$ cat src/rtl/br_pkg.sv
// Shared definitions for branch resolution: funct3 encodings and the 2-bit
// saturating counter type used by the branch history table.
package br_pkg;

    localparam logic [2:0] BEQ  = 3'b000;
    localparam logic [2:0] BNE  = 3'b001;
    localparam logic [2:0] BLT  = 3'b100;
    localparam logic [2:0] BGE  = 3'b101;
    localparam logic [2:0] BLTU = 3'b110;
    localparam logic [2:0] BGEU = 3'b111;

    typedef logic [1:0] ctr_t;

    localparam ctr_t SNT = 2'b00;
    localparam ctr_t WNT = 2'b01;
    localparam ctr_t WT  = 2'b10;
    localparam ctr_t ST  = 2'b11;

    // Counter moves one step toward the observed outcome, pinned at SNT/ST.
    function automatic ctr_t sat_update(input ctr_t c, input logic taken);
        ctr_t n;
        n = c;
        if (taken) begin
            if (c != ST) n = c + 2'd1;
        end else begin
            if (c != SNT) n = c - 2'd1;
        end
        return n;
    endfunction

endpackage

$ cat src/rtl/bht.sv
// Branch history table: DEPTH 2-bit saturating counters, one combinational
// read port for fetch and one saturating-update write port for resolve.
module bht
    import br_pkg::*;
#(
    parameter int DEPTH = 64,
    parameter int IDX_W = $clog2(DEPTH)
) (
    input  logic             i_clk,
    input  logic             i_rst,
    input  logic [IDX_W-1:0] i_rd_idx,
    output ctr_t             o_rd_ctr,
    input  logic             i_wr_en,
    input  logic [IDX_W-1:0] i_wr_idx,
    input  logic             i_wr_taken
);

    ctr_t r_ctr [DEPTH];

    always_ff @(posedge i_clk) begin
        if (i_rst) begin
            for (int i = 0; i < DEPTH; i++) begin
                r_ctr[i] <= WNT;
            end
        end else if (i_wr_en) begin
            r_ctr[i_wr_idx] <= sat_update(r_ctr[i_wr_idx], i_wr_taken);
        end
    end

    // No write-to-read bypass: a same-cycle update shows up next cycle.
    assign o_rd_ctr = r_ctr[i_rd_idx];

endmodule

$ cat src/rtl/br_resolve.sv
// Branch resolution and 2-bit-counter prediction unit. Optional performance
// counters are built when BR_PERF_CNT_EN is defined.
module br_resolve
    import br_pkg::*;
#(
    parameter int BHT_DEPTH = 64,
    parameter int IDX_W     = $clog2(BHT_DEPTH)
) (
    input  logic        i_clk,
    input  logic        i_rst,
    input  logic [31:0] i_if_pc,
    output logic        o_if_pred_taken,
    input  logic        i_ex_valid,
    input  logic        i_ex_is_br,
    input  logic        i_ex_is_jal,
    input  logic        i_ex_is_jalr,
    input  logic [2:0]  i_ex_funct3,
    input  logic [31:0] i_ex_pc,
    input  logic [31:0] i_ex_target,
    input  logic        i_ex_pred_taken,
    output logic        o_br_un,
    input  logic        i_brc_less,
    input  logic        i_brc_equal,
    output logic        o_redirect,
    output logic [31:0] o_redirect_pc,
    output logic        o_illegal_br,
    output logic [31:0] o_br_cnt,
    output logic [31:0] o_mispred_cnt
);

    logic w_is_jalr;
    logic w_is_jal;
    logic w_is_br;
    logic w_cond;
    logic w_taken;
    logic w_train;
    ctr_t w_if_ctr;
    logic w_unused_pc_bits;

    // i_ex_valid qualifies every resolve-stage input; with it low nothing
    // redirects, nothing is flagged and nothing trains. Kind priority is
    // JALR over JAL over conditional branch.
    assign w_is_jalr = i_ex_valid & i_ex_is_jalr;
    assign w_is_jal  = i_ex_valid & i_ex_is_jal & ~i_ex_is_jalr;
    assign w_is_br   = i_ex_valid & i_ex_is_br & ~i_ex_is_jal & ~i_ex_is_jalr;

    assign o_br_un = i_ex_funct3[1];

    always_comb begin
        w_cond       = 1'b0;
        o_illegal_br = 1'b0;
        case (i_ex_funct3)
            BEQ:     w_cond = i_brc_equal;
            BNE:     w_cond = ~i_brc_equal;
            BLT:     w_cond = i_brc_less;
            BGE:     w_cond = ~i_brc_less;
            BLTU:    w_cond = i_brc_less;
            BGEU:    w_cond = ~i_brc_less;
            default: o_illegal_br = w_is_br;
        endcase
    end

    always_comb begin
        w_taken    = 1'b0;
        o_redirect = 1'b0;
        if (w_is_jalr) begin
            w_taken    = 1'b1;
            o_redirect = 1'b1;
        end else if (w_is_jal) begin
            w_taken    = 1'b1;
            o_redirect = ~i_ex_pred_taken;
        end else if (w_is_br) begin
            w_taken    = w_cond;
            o_redirect = w_cond ^ i_ex_pred_taken;
        end
    end

    assign o_redirect_pc = w_taken ? i_ex_target : i_ex_pc + 32'd4;

    assign w_train = w_is_br & ~o_illegal_br;

    bht #(
        .DEPTH (BHT_DEPTH),
        .IDX_W (IDX_W)
    ) u_bht (
        .i_clk      (i_clk),
        .i_rst      (i_rst),
        .i_rd_idx   (i_if_pc[IDX_W+1:2]),
        .o_rd_ctr   (w_if_ctr),
        .i_wr_en    (w_train),
        .i_wr_idx   (i_ex_pc[IDX_W+1:2]),
        .i_wr_taken (w_taken)
    );

    assign o_if_pred_taken = w_if_ctr[1];

    assign w_unused_pc_bits = ^{i_if_pc[31:IDX_W+2], i_if_pc[1:0], w_if_ctr[0]};

`ifdef BR_PERF_CNT_EN
    logic [31:0] r_br_cnt;
    logic [31:0] r_mispred_cnt;

    always_ff @(posedge i_clk) begin
        if (i_rst) begin
            r_br_cnt      <= 32'd0;
            r_mispred_cnt <= 32'd0;
        end else begin
            if (w_is_jalr | w_is_jal | w_is_br) r_br_cnt <= r_br_cnt + 32'd1;
            if (o_redirect) r_mispred_cnt <= r_mispred_cnt + 32'd1;
        end
    end

    assign o_br_cnt      = r_br_cnt;
    assign o_mispred_cnt = r_mispred_cnt;
`else
    assign o_br_cnt      = 32'd0;
    assign o_mispred_cnt = 32'd0;
`endif

endmodule

$ cat config.mk
export PLATFORM = sky130hd
export DESIGN_NAME = br_resolve
export DESIGN_NICKNAME = d
export VERILOG_FILES = /design/src/rtl/br_pkg.sv /design/src/rtl/bht.sv /design/src/rtl/br_resolve.sv
export SDC_FILE = /design/constraint.sdc
export NUM_CORES = 1
export LEC_CHECK = 0
export CAP_MARGIN = 20
export CORE_MARGIN = 2
export CORE_UTILIZATION = 47
export CTS_BUF_LIST = sky130_fd_sc_hd__clkbuf_8
export DETAILED_ROUTE_END_ITERATION = 10
export PLACE_DENSITY = 0.77
export SLEW_MARGIN = 0
export SYNTH_ARGS = -nofsm -noshare
export SYNTH_HDL_FRONTEND = slang
export SYNTH_SLANG_ARGS = --single-unit
$ cat constraint.sdc
create_clock -name i_clk -period 3.7 [get_ports i_clk]
set_input_delay 0.74 -clock i_clk [delete_from_list [all_inputs] [get_ports i_clk]]
set_output_delay 0.74 -clock i_clk [all_outputs]
set_load 0.1 [all_outputs]
* After elaboration in Yosys (flattened, before gate mapping)
Memory sizes are Yosys's and may differ from the RTL's.
Cells that the tools add are included.
** Word-level totals
- Flip-flop bits (word level) :: 0
- Output and inout port bits :: 100
- Memories :: 1
- Input bits :: 108
- RAM bits :: 128
- Word-level logic and storage cells :: 52
** Memories
- u_bht.r_ctr :: depth 64, bits a word 2, rd ports 2, clocked after memory_dff 0, write ports 64, line bht.sv:18 : ctr_t r_ctr [DEPTH];
** Operators by class
- Multiplexer cells :: 22
- Bitwise logic cells :: 14
- Add/subtract/negate cells :: 3
- Eq/ne operators :: 6
- Reductions and logical operators :: 6
** Operators by type and width (count)
- $add 32x3->32 const B :: 1
- $mux 32 :: 1
- $mux 1 :: 13
- $eq 3x3->1 const B :: 4
- $mux 2 :: 6
- $and 1x1->1 :: 7
- $mux 6 :: 1
- $not 1->1 :: 6
- $reduce_or 2->1 :: 3
- $reduce_or 6->1 :: 1
- $pmux 1 s4 :: 1
- $eq 3x1->1 const B :: 1
- $logic_not 3->1 :: 1
- $add 2x1->2 const B :: 1
- $ne 2x2->1 const B :: 1
- $reduce_bool 2->1 :: 1
- $sub 2x1->2 const B :: 1
- $xor 1x1->1 :: 1

* Logic depth before layout (Yosys ltp)
- Word-level depth :: 11
- Mapped depth :: 11

* Modules after synthesis
From an unflattened synthesis, not the netlist that was laid out.
** Second synthesis, totals
- Cells, all modules :: 882
- Area, all modules :: 9141.3 sq um
** Modules (own cells, without submodules)
- bht :: area each 7632.3 sq um, instances 1, cells each 638
- br_resolve :: area each 1508.9 sq um, instances 1, cells each 244

* Worst setup path before layout
Ideal clock, no wire load.
- Path kind :: input to output
- From :: in i_ex_pc[4]
- To :: out o_redirect_pc[31]
- Setup slack :: -1.743 ns
- Data arrival time :: 4.703 ns
- Path buffers :: 4
- Required time :: 2.960 ns
- Stages on the path :: 11
- Path through :: buf_4 buf_2 buf_2 nand3_1 or3_1 clkbuf_1 nor3_2 nand3_1 nor2_1 xnor2_1 o21ai_0
** On the way
- Cells in the longest elaborated chain, start to end :: 2
** RTL lines
- start: declaration :: line br_resolve.sv:18 : input logic [31:0] i_ex_pc,
- $add 32x3->32 :: line br_resolve.sv:78 : assign o_redirect_pc = w_taken ? i_ex_target : i_ex_pc + 32'd4;
- $mux 32 :: line br_resolve.sv:78
- end: declaration :: line br_resolve.sv:25 : output logic [31:0] o_redirect_pc,
Every way passes these cells.

* Worst setup path in the final report
- From :: in i_if_pc[3]
- To :: out o_if_pred_taken
** On the way
- Cells in the longest elaborated chain, start to end :: 1
** RTL lines
- start: declaration :: line br_resolve.sv:11 : input logic [31:0] i_if_pc,
- $mem_v2 64x2
- end: declaration :: line br_resolve.sv:12 : output logic o_if_pred_taken,
Every way passes these cells.

==> impl_metrics.csv <==
group,metric,value,unit
detailed_routing,antenna_left,0,
final_layout,largest-register,"u_bht.r_ctr",
global_routing,track_usage,0.2722,
global_routing,busiest_layer,"met2",
placed_design,port_buffers,117,
sta,finalHoldViolCount,0,
global_routing,grtUsageMet3,0.06345,
cts,cts_tree,"built",
synthesis,seq_area_frac_synth,0.4333,
sta,finalSetupViolCount,0,
synthesis,synth_area_leader_cell,"edfxtp_1",
floorplanning,core_area,0.01858,mm²
global_routing,grt_antenna_before_repair,0,
placed_design,placed_area,0.01111,mm²
min_path,hold_path.class,"input pin to register",
cts,clockBufferDepth,2,
global_routing,gr-total-overflow,0,
cts,clock-root-buffer,"clkbuf_8",
sta,fin_crit_sh,0.9676,
final_layout,instances_no_fill,1246,
detailed_routing,drt_iter0_markers,967,
sta,maxSlewViolCount,0,
detailed_routing,dr.pass1.iters,5,
sta,timing.setup.tns,0,ns
worst_setup_path,slowest_stage,"clkdlybuf4s50_1",
synthesis,async_reset_ff_frac,0,
placed_design,place_congestion,0.9310,
worst_setup_path,cp_slowest_stage_delay,0.50,ns
global_routing,grt_pass1_wl,40890,µm
worst_setup_path,required,2.96,ns
synthesis,synth_top_flop_cell,"edfxtp_1",
floorplanning,die_x,141.4,µm
cts,clock_tree.htree_level_count,4,
detailed_routing,vias_per_cell,6.079,
global_routing,grt_max_degree,54,
sta,rsz0062_at_grt,"no",
placed_design,place_hpwl,19710,µm
final_layout,filler_cell_count,1451,
min_path,hold_path.startpoint,"i_rst",
pwr,ir_worst_vdd,194.2,µV
synthesis,ys_warn_count,0,
detailed_routing,wl_per_cell,21.66,µm
pwr,p_leak,4.065,nW
worst_setup_path,r2r_slack,0.91,ns
placed_design,place_inst,1214,
synthesis,netlist_area,0.008870,mm²
cts,postCtsSetupRepairBufs,0,
final_layout,top_regs,"u_bht.r_ctr (128)",
pwr,p_total,4.411,mW
sta,timing.fmax,279.3,MHz
worst_setup_path,path_max_fanout,10,
min_path,hold_end,"u_bht.r_ctr[63][0]$_SDFFCE_PN1P_",
cts,tritoncts.num_buffers,17,
final_layout,syn_to_final_growth,30.24,%
worst_setup_path,cp_cell_sequence,"clkdlybuf4s50_1, buf_12, mux4_2, mux4_2, nor2b_1, a211oi_2, a21oi_2, buf_12",
floorplanning,std_cell_rows,50,
flow_run,max-cap-violations,0,
cts,clock_sinks,128,
worst_setup_path,worstSetupEndpointType,"primary output",
synthesis,avgSynthCellArea,10.33,µm²
sta,clock-skew-final,0.01147,ns
final_layout,final_area,0.01155,mm²
final_layout,layout.nets,1108,
cts,clock_latency,0.47,ns
cts,ctsHoldBuffers,0,
final_layout,largest_register_ffs,128,
synthesis,synth_area_leaders,"edfxtp_1 (43%), mux4_2 (7.4%), buf_4 (5.8%)",
sta,finalCriticalPeriod,3.580,ns
floorplanning,start_util,0.4774,
floorplanning,die_y,141.4,µm
sta,worst_slew_pin_slew,0.8236,ns
global_routing,use_met1,0.3287,
synthesis,syn-instance-count,859,
detailed_routing,route.detailed.drc,0,
worst_setup_path,cp-start-kind,"input pin",
outcome,status,"completed",
floorplanning,die-area,0.01999,mm²
global_routing,use_met2,0.4632,
synthesis,synth_cell_type_count,57,
worst_setup_path,worstReg2RegEnd,"u_bht.r_ctr[52][0]$_SDFFCE_PN1P_",
worst_setup_path,r2r_start,"u_bht.r_ctr[55][0]$_SDFFCE_PN1P_",
final_layout,antenna_cells,0,
worst_setup_path,cp.arrival,2.84,ns
worst_setup_path,reg2reg_depth,7,
min_path,whs_path_depth,2,
pwr,power.density,381.9,mW/mm²
synthesis,synth-seq-cells,128,
final_layout,drive_above_1_share,0.2579,
synthesis,synth-edff-count,128,
detailed_routing,vias,7574,
cts,path_clk_slew,0.07,ns
worst_setup_path,crit_type,"input pin to primary output",
floorplanning,ioPinCount,208,
sta,maxSlewHeadroom,0.4459,
global_routing,grt_pass1_vias,7215,
synthesis,yosysTopAreaCellShare,0.4333,
detailed_routing,wl,26990,µm
[layer usage]
layer / routed length (µm) / up-vias / part of all wire
met5: 0 / - / 0
met4: 1235 / 0 / 0.046
met3: 2809 / 99 / 0.10
met2: 13180 / 514 / 0.49
met1: 9763 / 3587 / 0.36
li1: - / 3374 / -
[synth_stat cells, types with 2 or more instances]
master      n
a21o_1      4
a21boi_1    5
nand3_1    21
and2_1      2
o21ai_0    56
a31oi_1     4
a221oi_1   10
buf_4      68
and3_1     11
o22a_1      5
nand2b_1   19
nand3b_1    3
o21a_1      3
a22oi_1     3
mux2_2      3
or3_1       3
nor3_1      6
buf_6       7
a21oi_1    23
clkbuf_1   57
nor2_1     51
edfxtp_1  128
mux2i_1    30
or2_2      25
xor2_1     15
mux4_2     29
buf_1       3
and3b_1     2
nor4_1      3
nand2_1    79
o221ai_1    2
o211ai_1   32
nor2b_1     5
o22ai_1     5
buf_2      12
o21bai_1   41
inv_1       2
a21boi_0   17
a211oi_1   33
xnor2_1    15
[cell usage in the layout (no fill, tap or decap), types with 17 or more instances in the layout]
cell / Yosys / layout
a211oi_1: 33 / 32
buf_4: 68 / 71
clkdlybuf4s50_1: 0 / 71
o211ai_1: 32 / 32
mux2i_1: 30 / 30
a21oi_1: 23 / 22
or2_2: 25 / 25
nand2_1: 79 / 79
nand2b_1: 19 / 19
mux4_2: 29 / 29
edfxtp_1: 128 / 128
nor2_1: 51 / 47
buf_12: 0 / 52
o21ai_0: 56 / 29
o21bai_1: 41 / 41
o21ai_2: 1 / 21
conb_1: 1 / 64
a21boi_0: 17 / 17
nand3_1: 21 / 19
clkbuf_8: 0 / 17
[worst max-delay path by stage]
stage                          start                 to  cells past startpoint
after floorplan           i_ex_pc[3]  o_redirect_pc[31]                     11
after global placement    i_if_pc[2]    o_if_pred_taken                      8
after detailed placement  i_if_pc[2]    o_if_pred_taken                      8
after CTS                 i_ex_pc[6]  o_redirect_pc[29]                      9
after global routing      i_ex_pc[3]  o_redirect_pc[31]                     10
final                     i_if_pc[3]    o_if_pred_taken                      8
[logic make-up after synthesis]
| kind of cell | synth area share |
|---|---|
| AOI/OAI and AO/OA | 0.1930 |
| and+or+nand+nor | 0.1310 |
| muxes | 0.1113 |
| buffers and inverters | 0.09987 |
| adders and majority gates | 0.001410 |
| DFF | 0.4333 |
| other | 0.0004228 |
| xor gates and xnor gates | 0.02962 |
[worst max-delay path, delay by kind of cell]
kind                   cells  cell delay, ns
AOI/OAI and AO/OA          2            0.31
buffers and inverters      3            0.83
muxes                      2            0.79
and+or+nand+nor            1            0.15
[final cells by class]
class	instances	area [µm²]	share of cell area
Multi-Input combinational cell	644	4602	0.3984
Sequential cell	128	3844	0.3327
Timing Repair Buffer	205	2391	0.2070
Tap cell	234	292.8	0.02534
Clock buffer	17	234.0	0.02025
Clock inverter	15	177.7	0.01538
Inverter	3	11.26	0.0009748
[power by group]
part | leakage (nW) | switching [mW] | internal (mW)
sequential | 1.15 | 0.0204 | 1.62
clock | 0.212 | 0.557 | 0.717
combinational | 2.70 | 1.02 | 0.474
[metrics by stage]
| stage | utilization | hold slack (ns) | worst slack, ns |
|---|---|---|---|
| floorplan | - | 0.9996 | -0.2316 |
| global placement | 0.5978 | 1.220 | -0.2380 |
| detailed placement | 0.5978 | 1.247 | -0.2279 |
| CTS | 0.6201 | 0.8427 | 0.008463 |
| global route | 0.6218 | 0.8695 | 0.02426 |
| finish | 0.6218 | 0.8541 | 0.1200 |
[what timing repair did]
item	CTS	global route
endpoints found under the setup margin	4	11
gates resized for setup	3	11
pin swaps	3	7
Note: power is estimated with default switching activity, not from simulation.
==> RTL edit 1, RTL diff (config.mk and constraints unchanged) <==
Register the input `i_ex_target` before use, without a reset. The logic sees it one clock later. The other inputs are not delayed to match.
--- a/src/rtl/br_resolve.sv
+++ b/src/rtl/br_resolve.sv
@@ -27,6 +27,12 @@
     output logic [31:0] o_br_cnt,
     output logic [31:0] o_mispred_cnt
 );
+
+    logic [31:0] i_ex_target_q;
+
+    always_ff @(posedge i_clk) begin
+        i_ex_target_q <= i_ex_target;
+    end
 
     logic w_is_jalr;
     logic w_is_jal;
@@ -75,7 +81,7 @@
         end
     end
 
-    assign o_redirect_pc = w_taken ? i_ex_target : i_ex_pc + 32'd4;
+    assign o_redirect_pc = w_taken ? i_ex_target_q : i_ex_pc + 32'd4;
 
     assign w_train = w_is_br & ~o_illegal_br;
 
Behaviour: not the same (Yosys sat finds a counterexample within 4 cycles, from zero or initial values).
==> RTL edit 1 against the original RTL <==
- setup slack worse by 0.060 ns
- maximum frequency is 1.7% lower
- combinational power hardly changed
- global-route usage is 0.49 points lower
- clock power is 11% higher
- area after synthesis is 5.1% higher
- cell area is 6.8% higher
- total power is 11% higher
- sequential cell count is 32 higher
- critical path depth stayed put
- routed wire length is 3.3% higher
- critical path type unchanged
- highest routed layer unchanged
==> RTL edit 1: results (changes against the original RTL) <==
Synth
  – Top cell types by occurrence after synthesis: sky130_fd_sc_hd__edfxtp_1, sky130_fd_sc_hd__nor2_1, sky130_fd_sc_hd__buf_4, sky130_fd_sc_hd__nand2_1, sky130_fd_sc_hd__nor3_1 (was sky130_fd_sc_hd__edfxtp_1, sky130_fd_sc_hd__nand2_1, sky130_fd_sc_hd__buf_4, sky130_fd_sc_hd__clkbuf_1, sky130_fd_sc_hd__o21ai_0)
  – Share of synthesized area occupied by flip-flops and latches: 0.4809 (was 0.4333)
  – Top cells by area in the synthesized netlist: sky130_fd_sc_hd__edfxtp_1, sky130_fd_sc_hd__dfxtp_1, sky130_fd_sc_hd__mux4_2 (was sky130_fd_sc_hd__edfxtp_1, sky130_fd_sc_hd__mux4_2, sky130_fd_sc_hd__buf_4)
  – Syn Inst Count: 883 (was 859)

GRT
  – Global-route met3 utilization: 0.07601 (was 0.06345)
  – Global routing usage on met2: 0.4548 (was 0.4632)
  – Wire length of the first global-routing pass: 41630 um (was 40890 um)
  – GR Layer Usage met1: 0.3135 (was 0.3287)
  – Via count of the first global-routing pass: 7668 (was 7215)

Finish
  – Net total in the final layout: 1157 (was 1108)
  – Sequential cell area: 4484 um^2 (was 3844 um^2)
  – Share of layout cells above drive strength 1: 0.2714 (was 0.2579)
  – Total of fill cells in the finished design: 1454 (was 1451)
  – Registers with the most flip-flops: u_bht.r_ctr (128), i_ex_target_q (32) (was u_bht.r_ctr (128))

Worst setup path
  – Largest fanout on the critical path: 16 (was 10)
  – FF-to-FF path depth: 8 (was 7)
  – Reg-to-reg critical path startpoint: u_bht.r_ctr[39][0]$_SDFFCE_PN1P_ (was u_bht.r_ctr[55][0]$_SDFFCE_PN1P_)
  – Reg2Reg Capture Point: u_bht.r_ctr[21][0]$_SDFFCE_PN1P_ (was u_bht.r_ctr[52][0]$_SDFFCE_PN1P_)
  – Worst endpoint data arrival time: 2.90 ns (was 2.84 ns)
  – R2r setup slk: 0.94 ns (was 0.91 ns)

Drt
  – Met1 Wirelength: 9672 um (was 9763 um)
  – Number of iterations in the first detailed-routing pass: 6 (was 5)
  – Length of routed met3 wiring: 3498 um (was 2809 um)
  – Number of design-rule violations left by the first detailed-router iteration: 985 (was 967)
  – Total Wirelength: 27880 um (was 26990 um)
  – Avg WL per Cell: 21.02 um (was 21.66 um)
  – Detailed-route via count: 7823 (was 7574)
  – Met2 wire length: 13520 um (was 13180 um)

Hold path
  – Hold path endpoint: i_ex_target_q[20]$_DFF_P_ (was u_bht.r_ctr[63][0]$_SDFFCE_PN1P_)
  – Hold path startpoint: i_ex_target[20] (was i_rst)
  – Worst hold path depth: 1 (was 2)

STA
  – Clock skew: 0.01866 ns (was 0.01147 ns)

Pwr
  – Leakage Power: 4.436 nW (was 4.065 nW)
  – Int Power: 0.003205 W (was 0.002814 W)
  – VDD IR-drop max: 0.0002730 V (was 0.0001942 V)

Place
  – Detailed-placement wirelength estimate: 19460 um (was 19710 um)
  – Routability congestion estimate: 0.9423 (was 0.9310)
  – Post-placement cell count: 1280 (was 1214)

Outcome
  – Status: completed (unchanged)
## RTL edit 1: kinds of logic after synthesis
group	synth area share
flops	0.4809
fa+ha+maj	0.003623
buf+inv	0.1025
mux	0.09756
other cells	0.0004022
compound gates	0.09904
simple gates	0.1896
xor+xnor	0.02630
## RTL edit 1: worst max-delay path by stage
stage                              start                 to  slack, ns  depth (start not counted)
final                         i_if_pc[3]    o_if_pred_taken       0.06                          8
after global routing         i_ex_pc[13]  o_redirect_pc[31]     -0.007                         10
after CTS                     i_brc_less  o_redirect_pc[25]      0.007                         11
after detailed placement      i_if_pc[2]    o_if_pred_taken      -0.20                          8
after global placement        i_if_pc[2]    o_if_pred_taken      -0.15                          8
after floorplan           i_ex_funct3[2]   o_redirect_pc[4]      -0.13                          8
## RTL edit 1: repair_timing
item	CTS	global route
gates resized for setup	15	13
endpoints found under the setup margin	21	26
buffers inserted	8	2
pin swaps	3	2
gates cloned	4	0
## RTL edit 1: area by class of cell
cell class                 instances  area share
inverter                           9    0.002738
timing repair buffer             232      0.2113
clock buffer                      17     0.01896
multi-input combinational        628      0.3611
clock inverter                    15     0.01561
sequential                       160      0.3634
tap                              265     0.02687
## RTL edit 1: power by group through the flow
stage               Sequential (W)  Combinational (W)  Clock (W)
floorplan                  0.00204            0.00105          0
global placement           0.00205            0.00142          0
detailed placement         0.00205            0.00143          0
CTS                        0.00201            0.00148    0.00141
global route               0.00201            0.00154    0.00149
finish                     0.00201            0.00149    0.00141
## RTL edit 1: per-stage QoR
step	TNS [ns]	hold WS, ns	power, W
finish	0	0.7031	0.004906
global route	-0.01023	0.6857	0.005045
CTS	0	0.6937	0.004892
detailed placement	-5.889	1.192	0.003482
global placement	-5.031	1.181	0.003468
floorplan	-1.054	0.7677	0.003085
==> RTL edit 2, RTL diff (same settings) <==
Without the edit above. Change the parameter `BHT_DEPTH` from 64 to 32.
--- a/src/rtl/br_resolve.sv
+++ b/src/rtl/br_resolve.sv
@@ -3,7 +3,7 @@
 module br_resolve
     import br_pkg::*;
 #(
-    parameter int BHT_DEPTH = 64,
+    parameter int BHT_DEPTH = 32,
     parameter int IDX_W     = $clog2(BHT_DEPTH)
 ) (
     input  logic        i_clk,
Function: changed (Yosys sat finds a counterexample within 4 cycles, from zero or initial values).
==> RTL edit 2 against the original RTL <==
- setup slack worse by 0.054 ns
- routed wire length down 44%
- cell area fell by 40%
- synthesized cell count shrank 35%
- total power down 45%
- register-to-register slack gained 0.45 ns
- hold slack gained 0.41 ns
- sequential cell count is 64 lower
- area after synthesis is 42% lower
- critical endpoint is now o_redirect_pc[25]
==> RTL edit 2: results (changes against the original RTL) <==
Worst setup path
  – Slowest Stage Delay on Critical Path: 0.54 ns (was 0.50 ns)
  – R2r setup slk: 1.36 ns (was 0.91 ns)

Synth
  – Synth Area in XOR/XNOR: 0.05105 (was 0.02962)
  – Share of synthesized area occupied by flip-flops and latches: 0.3734 (was 0.4333)
  – Top cell types by occurrence after synthesis: sky130_fd_sc_hd__nor2_1, sky130_fd_sc_hd__buf_4, sky130_fd_sc_hd__edfxtp_1, sky130_fd_sc_hd__nand2_1 (was sky130_fd_sc_hd__edfxtp_1, sky130_fd_sc_hd__nand2_1, sky130_fd_sc_hd__buf_4, sky130_fd_sc_hd__clkbuf_1, sky130_fd_sc_hd__o21ai_0)
  – Post-synthesis cell type count: 44 (was 57)
  – Number of flops mapped to enable cells by yosys: 64 (was 128)

Finish
  – Registers with the most flip-flops: u_bht.r_ctr (64) (was u_bht.r_ctr (128))
  – Net total in the final layout: 793 (was 1108)

CTS
  – Clock network latency to the later pin of the worst-skew pair: 0.34 ns (was 0.47 ns)
  – TritonCTS buffer count: 9 (was 17)

GRT
  – GRT Total Usage: 0.2483 (was 0.2722)
  – Via count of the first global-routing pass: 4248 (was 7215)
  – Wire length of the first global-routing pass: 21980 um (was 40890 um)

STA
  – Clock skew: 0.007866 ns (was 0.01147 ns)
  – Worst rel slew slack: 0.3752 (was 0.4459)

Pwr
  – Portion of total power attributed to the clock network: 0.193 (was 0.289)
  – Power per standard cell area: 351.6 nW/um^2 (was 381.9 nW/um^2)

Place
  – Detailed-placement wirelength estimate: 11220 um (was 19710 um)
  – DP Area: 6691 um^2 (was 11110 um^2)
  – Worst slack after detailed placement: -0.001844 ns (was -0.2279 ns)
  – Total of buffers placed on input and output ports: 116 (was 117)

Outcome
  – Status: completed (unchanged)

Drt
  – Via count normalized by instance count: 5.385 (was 6.079)
  – Number of design-rule violations left by the first detailed-router iteration: 310 (was 967)
==> RTL edit 2: cell types whose count changed in the layout (fill, tap and decap cells not counted), moves of 18 or more <==
cell                       change
sky130_fd_sc_hd__o21bai_1     -41
sky130_fd_sc_hd__nor3_1       +23
sky130_fd_sc_hd__a21oi_1      -18
sky130_fd_sc_hd__buf_4        -49
sky130_fd_sc_hd__nor2_1       +25
sky130_fd_sc_hd__edfxtp_1     -64
sky130_fd_sc_hd__o211ai_1     -32
sky130_fd_sc_hd__mux4_2       -19
sky130_fd_sc_hd__a211oi_1     -32
sky130_fd_sc_hd__nand2_1      -24
sky130_fd_sc_hd__a21oi_2      +23
sky130_fd_sc_hd__o21ai_0      -28
sky130_fd_sc_hd__o21ai_2      -21
==> RTL edit 2: path summary, 6_finish.rpt <==
path                                                        from                               end  cells past startpoint
worst max register to register  u_bht.r_ctr[19][1]$_SDFFCE_PN0P_  u_bht.r_ctr[13][1]$_SDFFCE_PN0P_                      6
worst min register to register  u_bht.r_ctr[13][0]$_SDFFCE_PN1P_  u_bht.r_ctr[13][0]$_SDFFCE_PN1P_                      6
worst max-delay path                                 i_ex_pc[17]                 o_redirect_pc[25]                      9
worst min-delay path            u_bht.r_ctr[13][0]$_SDFFCE_PN1P_  u_bht.r_ctr[13][0]$_SDFFCE_PN1P_                      6
==> RTL edit 2: metrics by stage <==
step	hold WS (ns)	instances
after floorplan	0.9603	625
after global placement	1.211	807
after detailed placement	1.231	807
after CTS	1.241	821
after global routing	1.316	824
final	1.259	824
==> RTL edit 2: metal layers <==
| metal | routed length (um) | track usage | vias to the layer above |
|---|---|---|---|
| li1 | - | - | 2088 |
| met1 | 5490 | 0.2772 | 2114 |
| met2 | 8012 | 0.4496 | 203 |
| met3 | 1137 | 0.05619 | 32 |
| met4 | 476 | 0.1117 | 0 |
| met5 | 0 | 0 | - |
==> RTL edit 2: final cells by class <==
type / count / area, um^2
Tap cell: 140 / 175.2
Clock inverter: 5 / 18.77
Timing Repair Buffer: 143 / 1763
Inverter: 8 / 30.03
Sequential cell: 64 / 1922
Clock buffer: 9 / 123.9
Multi-Input combinational cell: 455 / 2874
Fill cell: 877 / 3839
==> RTL edit 2: cell families after synthesis <==
logic type	count (synthesis)
flip-flops	64
XOR/XNOR	30
other	1
buffers and inverters	106
AO/OA/AOI/OAI	52
adder cells (fa/ha/maj)	6
AND/OR/NAND/NOR	255
multiplexers	48
==> RTL edit 2: repair_timing <==
action	4_1_cts	5_1_grt
gates resized for setup	0	9
setup endpoints to repair	1	14
cloned	0	2
setup buffers	0	1
pin swaps	1	2
